<file path="config.mk">
export PLATFORM = sky130hd
export DESIGN_NAME = ram_arbiter
export DESIGN_NICKNAME = d
export VERILOG_FILES = /design/src/rtl/ram_arb_pkg.sv /design/src/rtl/ram_arb_beat_cnt.sv /design/src/rtl/ram_arbiter.sv
export SDC_FILE = /design/constraint.sdc
export NUM_CORES = 1
export LEC_CHECK = 0
export ABC_AREA = 1
export CORE_ASPECT_RATIO = 2
export CORE_UTILIZATION = 38
export DETAILED_ROUTE_END_ITERATION = 16
export PLACE_DENSITY = 0.84
export SLEW_MARGIN = 40
export SYNTH_ARGS = -nofsm -noshare
export SYNTH_HDL_FRONTEND = slang
export SYNTH_SLANG_ARGS = --single-unit
</file>
<file path="constraint.sdc">
create_clock -name clk -period 2.3 [get_ports clk]
set_input_delay 0.46 -clock clk [delete_from_list [all_inputs] [get_ports clk]]
set_output_delay 0.46 -clock clk [all_outputs]
set_load 0.05 [all_outputs]
</file>
<file path="src/rtl/ram_arb_pkg.sv">
// Shared FSM encoding and winner-selection helpers for ram_arbiter.
// Selection helpers cover both the round-robin and RAM_ARB_FIXED_PRI_EN builds.
package ram_arb_pkg;

  typedef enum logic [1:0] {
    IDLE  = 2'd0,
    BURST = 2'd1,
    DONE  = 2'd2
  } state_t;

  localparam int MAX_REQ = 32;

  // First requesting index strictly after 'last', wrapping modulo num.
  function automatic int rr_pick(input logic [MAX_REQ-1:0] req, input int last, input int num);
    int   idx;
    logic found;
    rr_pick = 0;
    found   = 1'b0;
    for (int off = 1; off <= num; off++) begin
      idx = (last + off) % num;
      if (!found && req[idx[4:0]]) begin
        rr_pick = idx;
        found   = 1'b1;
      end
    end
  endfunction

  function automatic int fixed_pick(input logic [MAX_REQ-1:0] req, input int num);
    fixed_pick = 0;
    for (int i = num - 1; i >= 0; i--) begin
      if (req[i[4:0]]) fixed_pick = i;
    end
  endfunction

endpackage

</file>
<file path="src/rtl/ram_arb_beat_cnt.sv">
// Burst beat counter: counts issued beats and flags the final one (beat == len).
module ram_arb_beat_cnt #(
  parameter int LEN_WIDTH = 3
) (
  input  logic                 clk,
  input  logic                 reset,
  input  logic                 clr,
  input  logic                 en,
  input  logic [LEN_WIDTH-1:0] len,
  output logic [LEN_WIDTH-1:0] beat,
  output logic                 term
);

  // Clear wins over enable so the final beat leaves the counter at zero.
  always_ff @(posedge clk or negedge reset) begin
    if (!reset) begin
      beat <= '0;
    end else if (clr) begin
      beat <= '0;
    end else if (en) begin
      beat <= beat + 1'b1;
    end
  end

  assign term = (beat == len);

endmodule

</file>
<file path="src/rtl/ram_arbiter.sv">
// Round-robin arbiter and burst sequencer sharing one single-port RAM.
// Define RAM_ARB_FIXED_PRI_EN for fixed priority (lowest index wins, no last-grant pointer).
module ram_arbiter
  import ram_arb_pkg::*;
#(
  parameter int NUM_REQ    = 4,
  parameter int ID_WIDTH   = 2,
  parameter int ADDR_WIDTH = 8,
  parameter int DATA_WIDTH = 16,
  parameter int LEN_WIDTH  = 3
) (
  input  logic                          clk,
  input  logic                          reset,
  input  logic [NUM_REQ-1:0]            req,
  input  logic [NUM_REQ-1:0]            req_we,
  input  logic [NUM_REQ*ADDR_WIDTH-1:0] req_addr,
  input  logic [NUM_REQ*LEN_WIDTH-1:0]  req_len,
  input  logic [NUM_REQ*DATA_WIDTH-1:0] req_wdata,
  output logic [NUM_REQ-1:0]            gnt,
  output logic [NUM_REQ-1:0]            beat_ack,
  output logic                          ram_en,
  output logic                          ram_we,
  output logic [ADDR_WIDTH-1:0]         ram_addr,
  output logic [DATA_WIDTH-1:0]         ram_wdata,
  input  logic [DATA_WIDTH-1:0]         ram_rdata,
  output logic                          rd_valid,
  output logic [DATA_WIDTH-1:0]         rd_data,
  output logic [ID_WIDTH-1:0]           rd_id,
  output logic                          done,
  output logic [ID_WIDTH-1:0]           done_id,
  output logic                          busy
);

  state_t                state;
  logic [ID_WIDTH-1:0]   id_q;
  logic                  we_q;
  logic [ADDR_WIDTH-1:0] base_q;
  logic [LEN_WIDTH-1:0]  len_q;
  logic [LEN_WIDTH-1:0]  beat;
  logic                  term;
  logic [ID_WIDTH-1:0]   win;

`ifdef RAM_ARB_FIXED_PRI_EN
  assign win = ID_WIDTH'(fixed_pick(32'(req), NUM_REQ));
`else
  logic [ID_WIDTH-1:0] last_q;

  assign win = ID_WIDTH'(rr_pick(32'(req), int'(last_q), NUM_REQ));

  // The pointer only moves when a burst completes, so an aborted burst leaves no trace.
  always_ff @(posedge clk or negedge reset) begin
    if (!reset) begin
      last_q <= ID_WIDTH'(NUM_REQ - 1);
    end else if (state == DONE) begin
      last_q <= id_q;
    end
  end
`endif

  ram_arb_beat_cnt #(
    .LEN_WIDTH(LEN_WIDTH)
  ) u_beat_cnt (
    .clk  (clk),
    .reset(reset),
    .clr  (~ram_en | term),
    .en   (ram_en),
    .len  (len_q),
    .beat (beat),
    .term (term)
  );

  // Command fields are latched once in IDLE; requester inputs are ignored until the next IDLE.
  always_ff @(posedge clk or negedge reset) begin
    if (!reset) begin
      state    <= IDLE;
      id_q     <= '0;
      we_q     <= 1'b0;
      base_q   <= '0;
      len_q    <= '0;
      gnt      <= '0;
      ram_en   <= 1'b0;
      ram_we   <= 1'b0;
      busy     <= 1'b0;
      done     <= 1'b0;
      done_id  <= '0;
      rd_valid <= 1'b0;
      rd_id    <= '0;
    end else begin
      done     <= 1'b0;
      rd_valid <= 1'b0;
      case (state)
        IDLE: begin
          if (|req) begin
            id_q   <= win;
            we_q   <= req_we[win];
            base_q <= req_addr[win*ADDR_WIDTH +: ADDR_WIDTH];
            len_q  <= req_len[win*LEN_WIDTH +: LEN_WIDTH];
            gnt    <= NUM_REQ'(1) << win;
            ram_en <= 1'b1;
            ram_we <= req_we[win];
            busy   <= 1'b1;
            state  <= BURST;
          end
        end
        BURST: begin
          rd_valid <= ~we_q;
          rd_id    <= id_q;
          if (term) begin
            gnt     <= '0;
            ram_en  <= 1'b0;
            ram_we  <= 1'b0;
            done    <= 1'b1;
            done_id <= id_q;
            state   <= DONE;
          end
        end
        DONE: begin
          busy  <= 1'b0;
          state <= IDLE;
        end
        default: state <= IDLE;
      endcase
    end
  end

  // Write data is a live pass-through of the winner's slice; read data arrives a cycle after its beat.
  assign beat_ack  = gnt & {NUM_REQ{ram_en}};
  assign ram_addr  = ram_en ? base_q + ADDR_WIDTH'(beat) : '0;
  assign ram_wdata = (ram_en && we_q) ? req_wdata[id_q*DATA_WIDTH +: DATA_WIDTH] : '0;
  assign rd_data   = rd_valid ? ram_rdata : '0;

endmodule

</file>
After elaboration in Yosys (flattened, before gate mapping)
Index checks and enable logic that the tools add are counted.

$mul: 1. $add $sub $neg: 6. Shift-type cells: 4. Muxes and demuxes: 37. Equal/unequal tests: 5. Div/mod/pow operators: 0. Reductions and logical operators: 21. Order comparisons: 5. Bitwise logic cells: 8.

Operators by type and width (count): $shiftx A64 B7 Y16 (1); $mux W16 (2); $shiftx A32 B6 Y8 (1); $lt A5 B6 Y1 const B (4); $mux W1 (14); $bmux W1 S3 (4); $mux W2 (6); $shiftx A12 B5 Y3 (1); $add A8 B3 Y8 (1); $mux W4 (2); $mux W8 (1); $pmux W4 S2 (1); $reduce_and A2 Y1 (4); $reduce_or A2 Y1 (4); $mux W3 (2); $pmux W1 S2 (3); $reduce_bool A2 Y1 (3); $add A2 B1 Y2 const B (2); $add A2 B2 Y2 const B (2); $and A1 B1 Y1 const A (4); $and A4 B4 Y4 (1); $logic_and A1 B1 Y1 (4); $mul A2 B2 Y4 const B (1); $ne A2 B2 Y1 const B (2); other kinds (14) (17).

Input bits: 134. Logic and storage cells: 102. Bits in read-only memories: 0. Bits in latches: 0. Memory bits (writable): 0. Bits in registers: 34. Memories: 0.

Longest topological paths before layout
Gate-level depths: netlist of run 1.

Word-level depth: 19. Mapped depth: 15. Gate-level depth less buffers: 13.

Cells and area by module
From an unflattened synthesis of run 1, not the netlist that was laid out.

Cells, all modules: 519. Area, all modules: 3076.7 sq um.

By module, submodules not included: ram_arbiter (area each 2894.0 sq um, cells each 495, times used 1, sequential area each 778.2 sq um); ram_arb_beat_cnt (area each 182.7 sq um, cells each 24, times used 1, sequential area each 75.1 sq um).

Worst setup path before layout of run 1
OpenSTA, ideal clock, no wires.

Path kind: register -> output. From: reg u_beat_cnt.beat[2]. To: out ram_addr[7]. Stages on the path, launching flop included: 10. Arrival time: 2296 ps. Setup slack: -456 ps. Path through: dfrtp_1 > ha_1 > nand3_1 > nand3_1 > nand2_1 > nor2_1 > nand2_1 > inv_1 > a21oi_1 > nor3_1.

Longest elaborated chain between the ends: 2.

RTL lines: from (decl) (RTL line ram_arb_beat_cnt.sv:10) `output logic [LEN_WIDTH-1:0] beat,`; from (signal assigned) (RTL line ram_arb_beat_cnt.sv:21) `beat <= beat + 1'b1;`; $add A8 B3 Y8 (RTL line ram_arbiter.sv:128) `assign ram_addr = ram_en ? base_q + ADDR_WIDTH'(beat) : '0;`; $mux W8 (RTL line ram_arbiter.sv:128); to (decl) (RTL line ram_arbiter.sv:23) `output logic [ADDR_WIDTH-1:0] ram_addr,`.

Every way passes these cells.

Worst setup path after layout of run 1
From: reg base_q[0]. To: out ram_addr[4].

Longest elaborated chain between the ends: 2.

RTL lines: from (decl) (RTL line ram_arbiter.sv:37) `logic [ADDR_WIDTH-1:0] base_q;`; from (signal assigned) (RTL line ram_arbiter.sv:96) `base_q <= req_addr[win*ADDR_WIDTH +: ADDR_WIDTH];`; $add A8 B3 Y8 (RTL line ram_arbiter.sv:128); $mux W8 (RTL line ram_arbiter.sv:128).

Every way passes these cells.

==> results of run 1 <==
## registers in the layout, summed over array words and instances (netlist names)
signal           flops
state                2
len_q                3
base_q               8
done                 1
ram_en               1
gnt                  4
ram_we               1
last_q               2
busy                 1
rd_id                2
u_beat_cnt.beat      3
we_q                 1
done_id              2
rd_valid             1
id_q                 2
## cells in the final DEF (no fill, tap or decap), types with 2 or more instances in the layout
cell type and count:
buf_6 3, clkbuf_16 6, nor3_2 2, a21oi_4 3, nand2_1 113, nand3_1 58
nand4_1 2, inv_2 4, dfstp_2 2, a21oi_1 10, nand2_2 13, nor2_4 3
buf_4 52, clkdlybuf4s50_1 145, nand3_2 12, a21oi_2 9, ha_1 2, o21ai_4 2
nand2_4 4, inv_1 37, buf_12 26, ha_4 2, o21ai_0 41, xnor2_1 4
dfrtp_2 2, nor2_1 74, o21ai_1 7, dfrtp_1 30
## metrics by stage
stage / total power [mW] / TNS, ns / setup WS (ns)
2_1_floorplan: 5.97 / -0.601 / -0.138
3_3_place_gp: 8.21 / -0.0272 / -0.00920
3_5_place_dp: 8.40 / -0.841 / -0.0917
4_1_cts: 9.35 / -0.305 / -0.133
5_1_grt: 10.2 / -0.753 / -0.199
6_report: 9.66 / -0.510 / -0.153
## cell type report
type / count / area (um^2) / share of cell area (%)
sequential: 34 / 856 / 14.9
inverter: 44 / 171 / 2.99
timing repair buffer: 227 / 2420 / 42.2
tap: 94 / 118 / 2.05
clock inverter: 1 / 5.00 / 0.0873
clock buffer: 7 / 143 / 2.49
multi-input combinational: 371 / 2020 / 35.2
## routing by layer
layer | part of all wire [%] | track usage, % | vias to the layer above
met5 | 0 | 0 | -
met4 | 6.2 | 17.9 | 0
met3 | 8.6 | 5.07 | 63
met2 | 53 | 57.5 | 274
met1 | 32 | 28.4 | 1932
li1 | - | - | 1944
## timing repair
item,in CTS,in global routing
setup endpoints to repair,5,19
buffers inserted,11,5
gates resized for setup,17,19
pin swaps,9,10
## how the worst min path moves through the flow
stage	start	endpoint	slack (ns)	cells after the start
finish	rd_id[1]	rd_id[1]	0.48	2
global placement	rd_id[1]	rd_id[1]	0.47	2
detailed placement	rd_id[1]	rd_id[1]	0.47	2
floorplan	reset	base_q[0]	0.16	0
global route	rd_id[1]	rd_id[1]	0.50	2
CTS	rd_id[1]	rd_id[1]	0.49	2
## power by group through the flow
stage          registers [mW]  logic, mW  clock network, mW
2_1_floorplan            1.34       4.62                  0
3_3_place_gp             1.13       7.08                  0
3_5_place_dp             1.15       7.25                  0
4_1_cts                  1.15       7.53              0.667
5_1_grt                  1.19       8.32              0.692
6_report                 1.16       7.82              0.675
## logic make-up (layout without fill, tap and decap cells)
kind of cell	Yosys count	in the layout	share of synthesized area, %
AOI/OAI and AO/OA	74	74	13.4
buffers and inverters	70	279	10.6
xor gates and xnor gates	4	4	1.16
DFF	34	34	28.2
adders and majority gates	5	5	2.31
and+or+nand+nor	288	288	44.4
## critical path: stages (launching register included)
cell and delay [ns]:
dfrtp_1 0.42, ha_4 0.19, fa_2 0.36, nand2_2 0.09, a21oi_4 0.07, o21ai_0 0.36, nor2_4 0.07, buf_12 0.16
==> metrics.txt, run 1 <==
first-pass GRT wire length=between 15 and 20 mm; worst reg2reg startpoint=last_q[0]; reg2reg path depth=11; chip height=128 um; estimated wirelength of the detail-placed design=9.78 mm; Worst-Margin Slew=around 0.58 ns; syn_area_per_cell=around 6.4 um^2; GP Congestion=about 0.93; Root Driver=clkbuf_16; most frequent cell after synthesis=nand2_1; share of cells above drive strength 1=between 20% and 30%; critical path endpoint category=output pin; WL final=13.1 mm; Port Buf Inserts=190; Min Clock Period, post-route=2.45 ns; Max clock buf depth=2; RSZ-0062 raised after global routing=yes; Rows=45; max-cap viol count=0; fin util=about three quarters; Peak VDD IR=between 0.001 and 0.0015 V; combinational share of power=81.0%; r2r setup slk=roughly 0.12 ns; status=finished with violations; Reg power frac=12.0%; routed len/inst=16.9 um; nets@finish=around 820; yosys warns=0; largest net degree at the start of global routing=35; worst setup slack after layout=-0.153 ns; Post-Layout Cell Count=778; Die ar.=about 0.0084 mm^2; Post-CTS Hold Buffers=0; GRT Util Overall=30.0%; Synth async-reset ratio=100%; fraction of power spent switching nets=between 50% and 60%; startpoint types=flop; fmax=about 0.41 GHz; core area=between 0.007 and 0.008 mm^2; DRC violations left=0; drt pass-1 iters=5; Post-Syn Instances=approximately 480; Hold/Removal Path Class=flop to flop; Tcrit/Tclk final=107%; failing checks=negative setup slack; Filler cells=~560; Leakage=2.70 nW; post-route cell area=0.00573 mm^2; Final setup viols=5; initial antenna violation count=0; vias in the first global route=4,066; clk_skew=0.00810 ns; total number of vias=approximately 4,200; Clock power frac=~7.0%; Final Hold Vio Count=0; largest cells by area after synthesis=dfrtp_1 26%, nand2_1 15%, nand3_1 9.9%, nor2_1 9.5%, o21ai_0 7.3%; antenna violation net count after detailed routing=0; clock slew at reported path FFs=~0.05 ns; PD cells=around 1700 mW/mm^2; register area share after synthesis=between 20 and 30%; Critical Path Sink=ram_addr[4]; via-per-instance ratio=between 5 and 6; CTS tree=built; DP Cell Count=754; slew margin rel.=61.4%; Num CTS Buffers=5; most instantiated cells after synthesis=118 x nand2_1, 77 x nor2_1, 60 x nand3_1; synthesized cell area=0.00303 mm^2; Final Max Slew Viols=0; Layout area overhead=89.2%; Initial Utilization=about two fifths; R2R Path End=base_q[4]; htree depth=2; share of Yosys cell area claimed by the top area cell type=between 20% and 30%; initial DRC count=216; most used flip-flop cell after synthesis=dfrtp_1; Worst Setup Path Type=flop to output pin; clock sink count=34; diodes inserted=0; Synth Register Bits=34; critical path required time=~1.8 ns; Yosys top cell by area=dfrtp_1; Pint=roughly 4.3 mW; Clk Latency, worst-skew pair=approximately 0.28 ns; Critical Path Fanout Max=2; dpl cell area=between 0.005 and 0.006 mm^2; syn_nets=approximately 600; GRT Residual Overflow=0; Die Wd=between 60 and 70 um; Sw Pwr=roughly 5.4 mW; number of synthesized flops with an enable pin=0; worst setup path start=base_q[0]; synth unique cells=34; I/O Pins=~190; CP Data Arrival Time=1.99 ns; Final Hold Slack=0.485 ns
(Power assumes the default switching activity.)
==> run 2: changes to the inputs <==
- CAP_MARGIN: unset -> 25
==> results of run 2 <==
Same layout as run 1: the final DEF is identical, and so are final timing and power.
==> run 3: changes to the inputs <==
- SETUP_SLACK_MARGIN: unset -> 0.3
==> metrics.txt, run 3 (synthesis results as in run 1) <==
status=finished with violations (unchanged); failing checks=negative setup slack (unchanged); Final Hold Slack=0.477 ns (was 0.485 ns); Worst-Margin Slew=0.604 ns (was 0.577 ns); fin util=91.6% (was 74.9%); largest reg by FF count=base_q (unchanged); Final setup viols=9 (was 5); clock sink count=34 (unchanged); CTS tree=built (unchanged); estimated wirelength of the detail-placed design=9.19 mm (was 9.78 mm); largest net degree at the start of global routing=35 (unchanged); crit-path cells=ha_4, fa_2, nand2_2, a21oi_2, inv_2, nor2_4, nand2_2, o21ai_2, a21oi_4, buf_12 (was ha_4, fa_2, nand2_2, a21oi_4, o21ai_0, nor2_4, buf_12); hold endpoint=rd_valid (was rd_id[1]); Peak VDD IR=0.00129 V (was 0.00142 V); GP Congestion=0.827 (was 0.927); delay of the slowest cell on the worst path=0.43 ns (was 0.42 ns); WL final=19.9 mm (was 13.1 mm); startpoint types=flop (unchanged); most frequent cells in the layout=134 x clkdlybuf4s50_1, 92 x nand2_1, 52 x nand3_2 (was 145 x clkdlybuf4s50_1, 113 x nand2_1, 74 x nor2_1); worst setup path start=base_q[0] (unchanged); routed len/inst=25.2 um (was 16.9 um); antenna violation net count after detailed routing=0 (unchanged); Hold/Removal Path Class=flop to flop (unchanged); RSZ-0062 raised after global routing=yes (unchanged); Min Clock Period, post-route=2.55 ns (was 2.45 ns); Leakage=3.15 nW (was 2.70 nW); Hold Startpoint=we_q (was rd_id[1]); critical path required time=1.84 ns (about the same); Post-CTS Hold Buffers=0 (unchanged); max FFs per register=8 (unchanged); Num CTS Buffers=5 (unchanged); crit-path most repeated cell=nand2_2; clk_skew=0.00350 ns (was 0.00810 ns); R2R Path End=len_q[1] (was base_q[4]); Port Buf Inserts=190 (unchanged); fmax=0.392 GHz (was 0.408 GHz); Max clock buf depth=2 (unchanged); Final Max Slew Viols=0 (unchanged); Critical Path Fanout Max=2 (unchanged); via-per-instance ratio=6.18 (was 5.42); worst reg2reg startpoint=last_q[0] (unchanged); hold depth=1 (was 2); reg2reg path depth=14 (was 11); Layout area overhead=132% (was 89.2%); htree depth=2 (unchanged); GRT Util Overall=29.2% (was 30.0%); Filler cells=269 (was 559); most common cell after layout, fill and taps aside=clkdlybuf4s50_1 (unchanged); drt pass-1 iters=5 (unchanged); Rows=45 (unchanged); critical path endpoint category=output pin (unchanged); share of cells above drive strength 1=46.2% (was 23.0%); chip height=128 um (unchanged); Place WS=-0.0645 ns (was -0.0917 ns); vias in the first global route=4,232 (was 4,066); Final Hold Vio Count=0 (unchanged); GRT Residual Overflow=0 (unchanged); CP max-delay cell=dfrtp_1 (unchanged); Clk Latency, worst-skew pair=0.28 ns (about the same); nets@finish=837 (was 822); r2r setup slk=-0.07 ns (was 0.12 ns); total number of vias=4,899 (was 4,213); I/O Pins=191 (unchanged); DRC violations left=0 (unchanged); PD cells=1860 mW/mm^2 (was 1690 mW/mm^2); CP Data Arrival Time=2.09 ns (was 1.99 ns); initial antenna violation count=0 (unchanged); diodes inserted=0 (unchanged); slew margin rel.=59.6% (was 61.4%); first-pass GRT wire length=19.0 mm (was 19.1 mm); clock slew at reported path FFs=0.05 ns (about the same); worst setup slack after layout=-0.250 ns (was -0.153 ns); Initial Utilization=39.6% (unchanged); Tcrit/Tclk final=111% (was 107%); Die Wd=65.1 um (unchanged); core area=0.00766 mm^2 (unchanged); Root Driver=clkbuf_16 (unchanged); initial DRC count=445 (was 216); max-cap viol count=0 (unchanged); largest registers=base_q (8), gnt (4) (unchanged); Die ar.=0.00835 mm^2 (unchanged); Worst Setup Path Type=flop to output pin (unchanged)
==> run 3: cell types whose count changed in the layout (fill, tap and decap cells not counted), sizes merged, moves of 2 or more <==
cell | before | now
nand2 | 131 | 134
clkbuf | 8 | 14
clkinv | 2 | 4
clkdlybuf4s50 | 145 | 134
dlygate4sd2 | 0 | 4
buf | 81 | 85
dlymetal6s2s | 0 | 9
==> run 3: worst max path at each step <==
stage | endpoint | depth (start not counted)
global route | len_q[1] | 14
global placement | id_q[1] | 7
detailed placement | base_q[0] | 7
floorplan | ram_addr[7] | 9
CTS | ram_addr[6] | 10
finish | ram_addr[6] | 10
==> run 3: what timing repair did <==
| action | CTS | global route |
|---|---|---|
| resized for setup | 41 | 251 |
| hold endpoints to repair | 0 | 0 |
| pin swaps | 7 | 102 |
| setup endpoints to repair | 45 | 44 |
| buffers inserted | 12 | 10 |
| cloned | 0 | 13 |
==> run 3: area by class of cell <==
type / count / area [um^2] / area share (%)
multi-input combinational: 374 / 2940 / 41.9
timing repair buffer: 239 / 2770 / 39.5
sequential: 34 / 857 / 12.2
inverter: 44 / 181 / 2.59
clock buffer: 7 / 143 / 2.03
tap: 94 / 118 / 1.68
clock inverter: 1 / 5.00 / 0.0714
==> run 3: per-layer routing <==
| layer | track usage [%] | part of all wire, % |
|---|---|---|
| met1 | 24.4 | 28 |
| met2 | 58.3 | 53 |
| met3 | 6.76 | 8.5 |
| met5 | 0 | 0 |
| met4 | 17.6 | 11 |
==> run 3: power by group <==
group	switching, mW	internal [mW]	leakage [nW]
Combinational	6.88	4.20	2.66
Clock	0.255	0.430	0.0739
Sequential	0.355	0.893	0.413
==> run 3: worst max-delay path: cells and delay by family, from the launching register on <==
| kind | cells | cell delay (ns) |
|---|---|---|
| AO/OA/AOI/OAI | 3 | 0.42 |
| adder cells (fa/ha/maj) | 2 | 0.40 |
| buffers and inverters | 2 | 0.23 |
| flip-flops | 1 | 0.43 |
| AND/OR/NAND/NOR | 3 | 0.34 |
==> run 3: metrics by stage <==
stage / instances / cell area, um^2 / power, mW / TNS (ns)
after floorplan: 475 / 3240 / 6.25 / 0
after global placement: 750 / 5440 / 8.42 / 0
after detailed placement: 750 / 5440 / 8.60 / -0.621
after CTS: 770 / 5790 / 9.68 / -0.475
after global routing: 793 / 7010 / 13.5 / -2.66
final: 793 / 7010 / 13.0 / -0.867
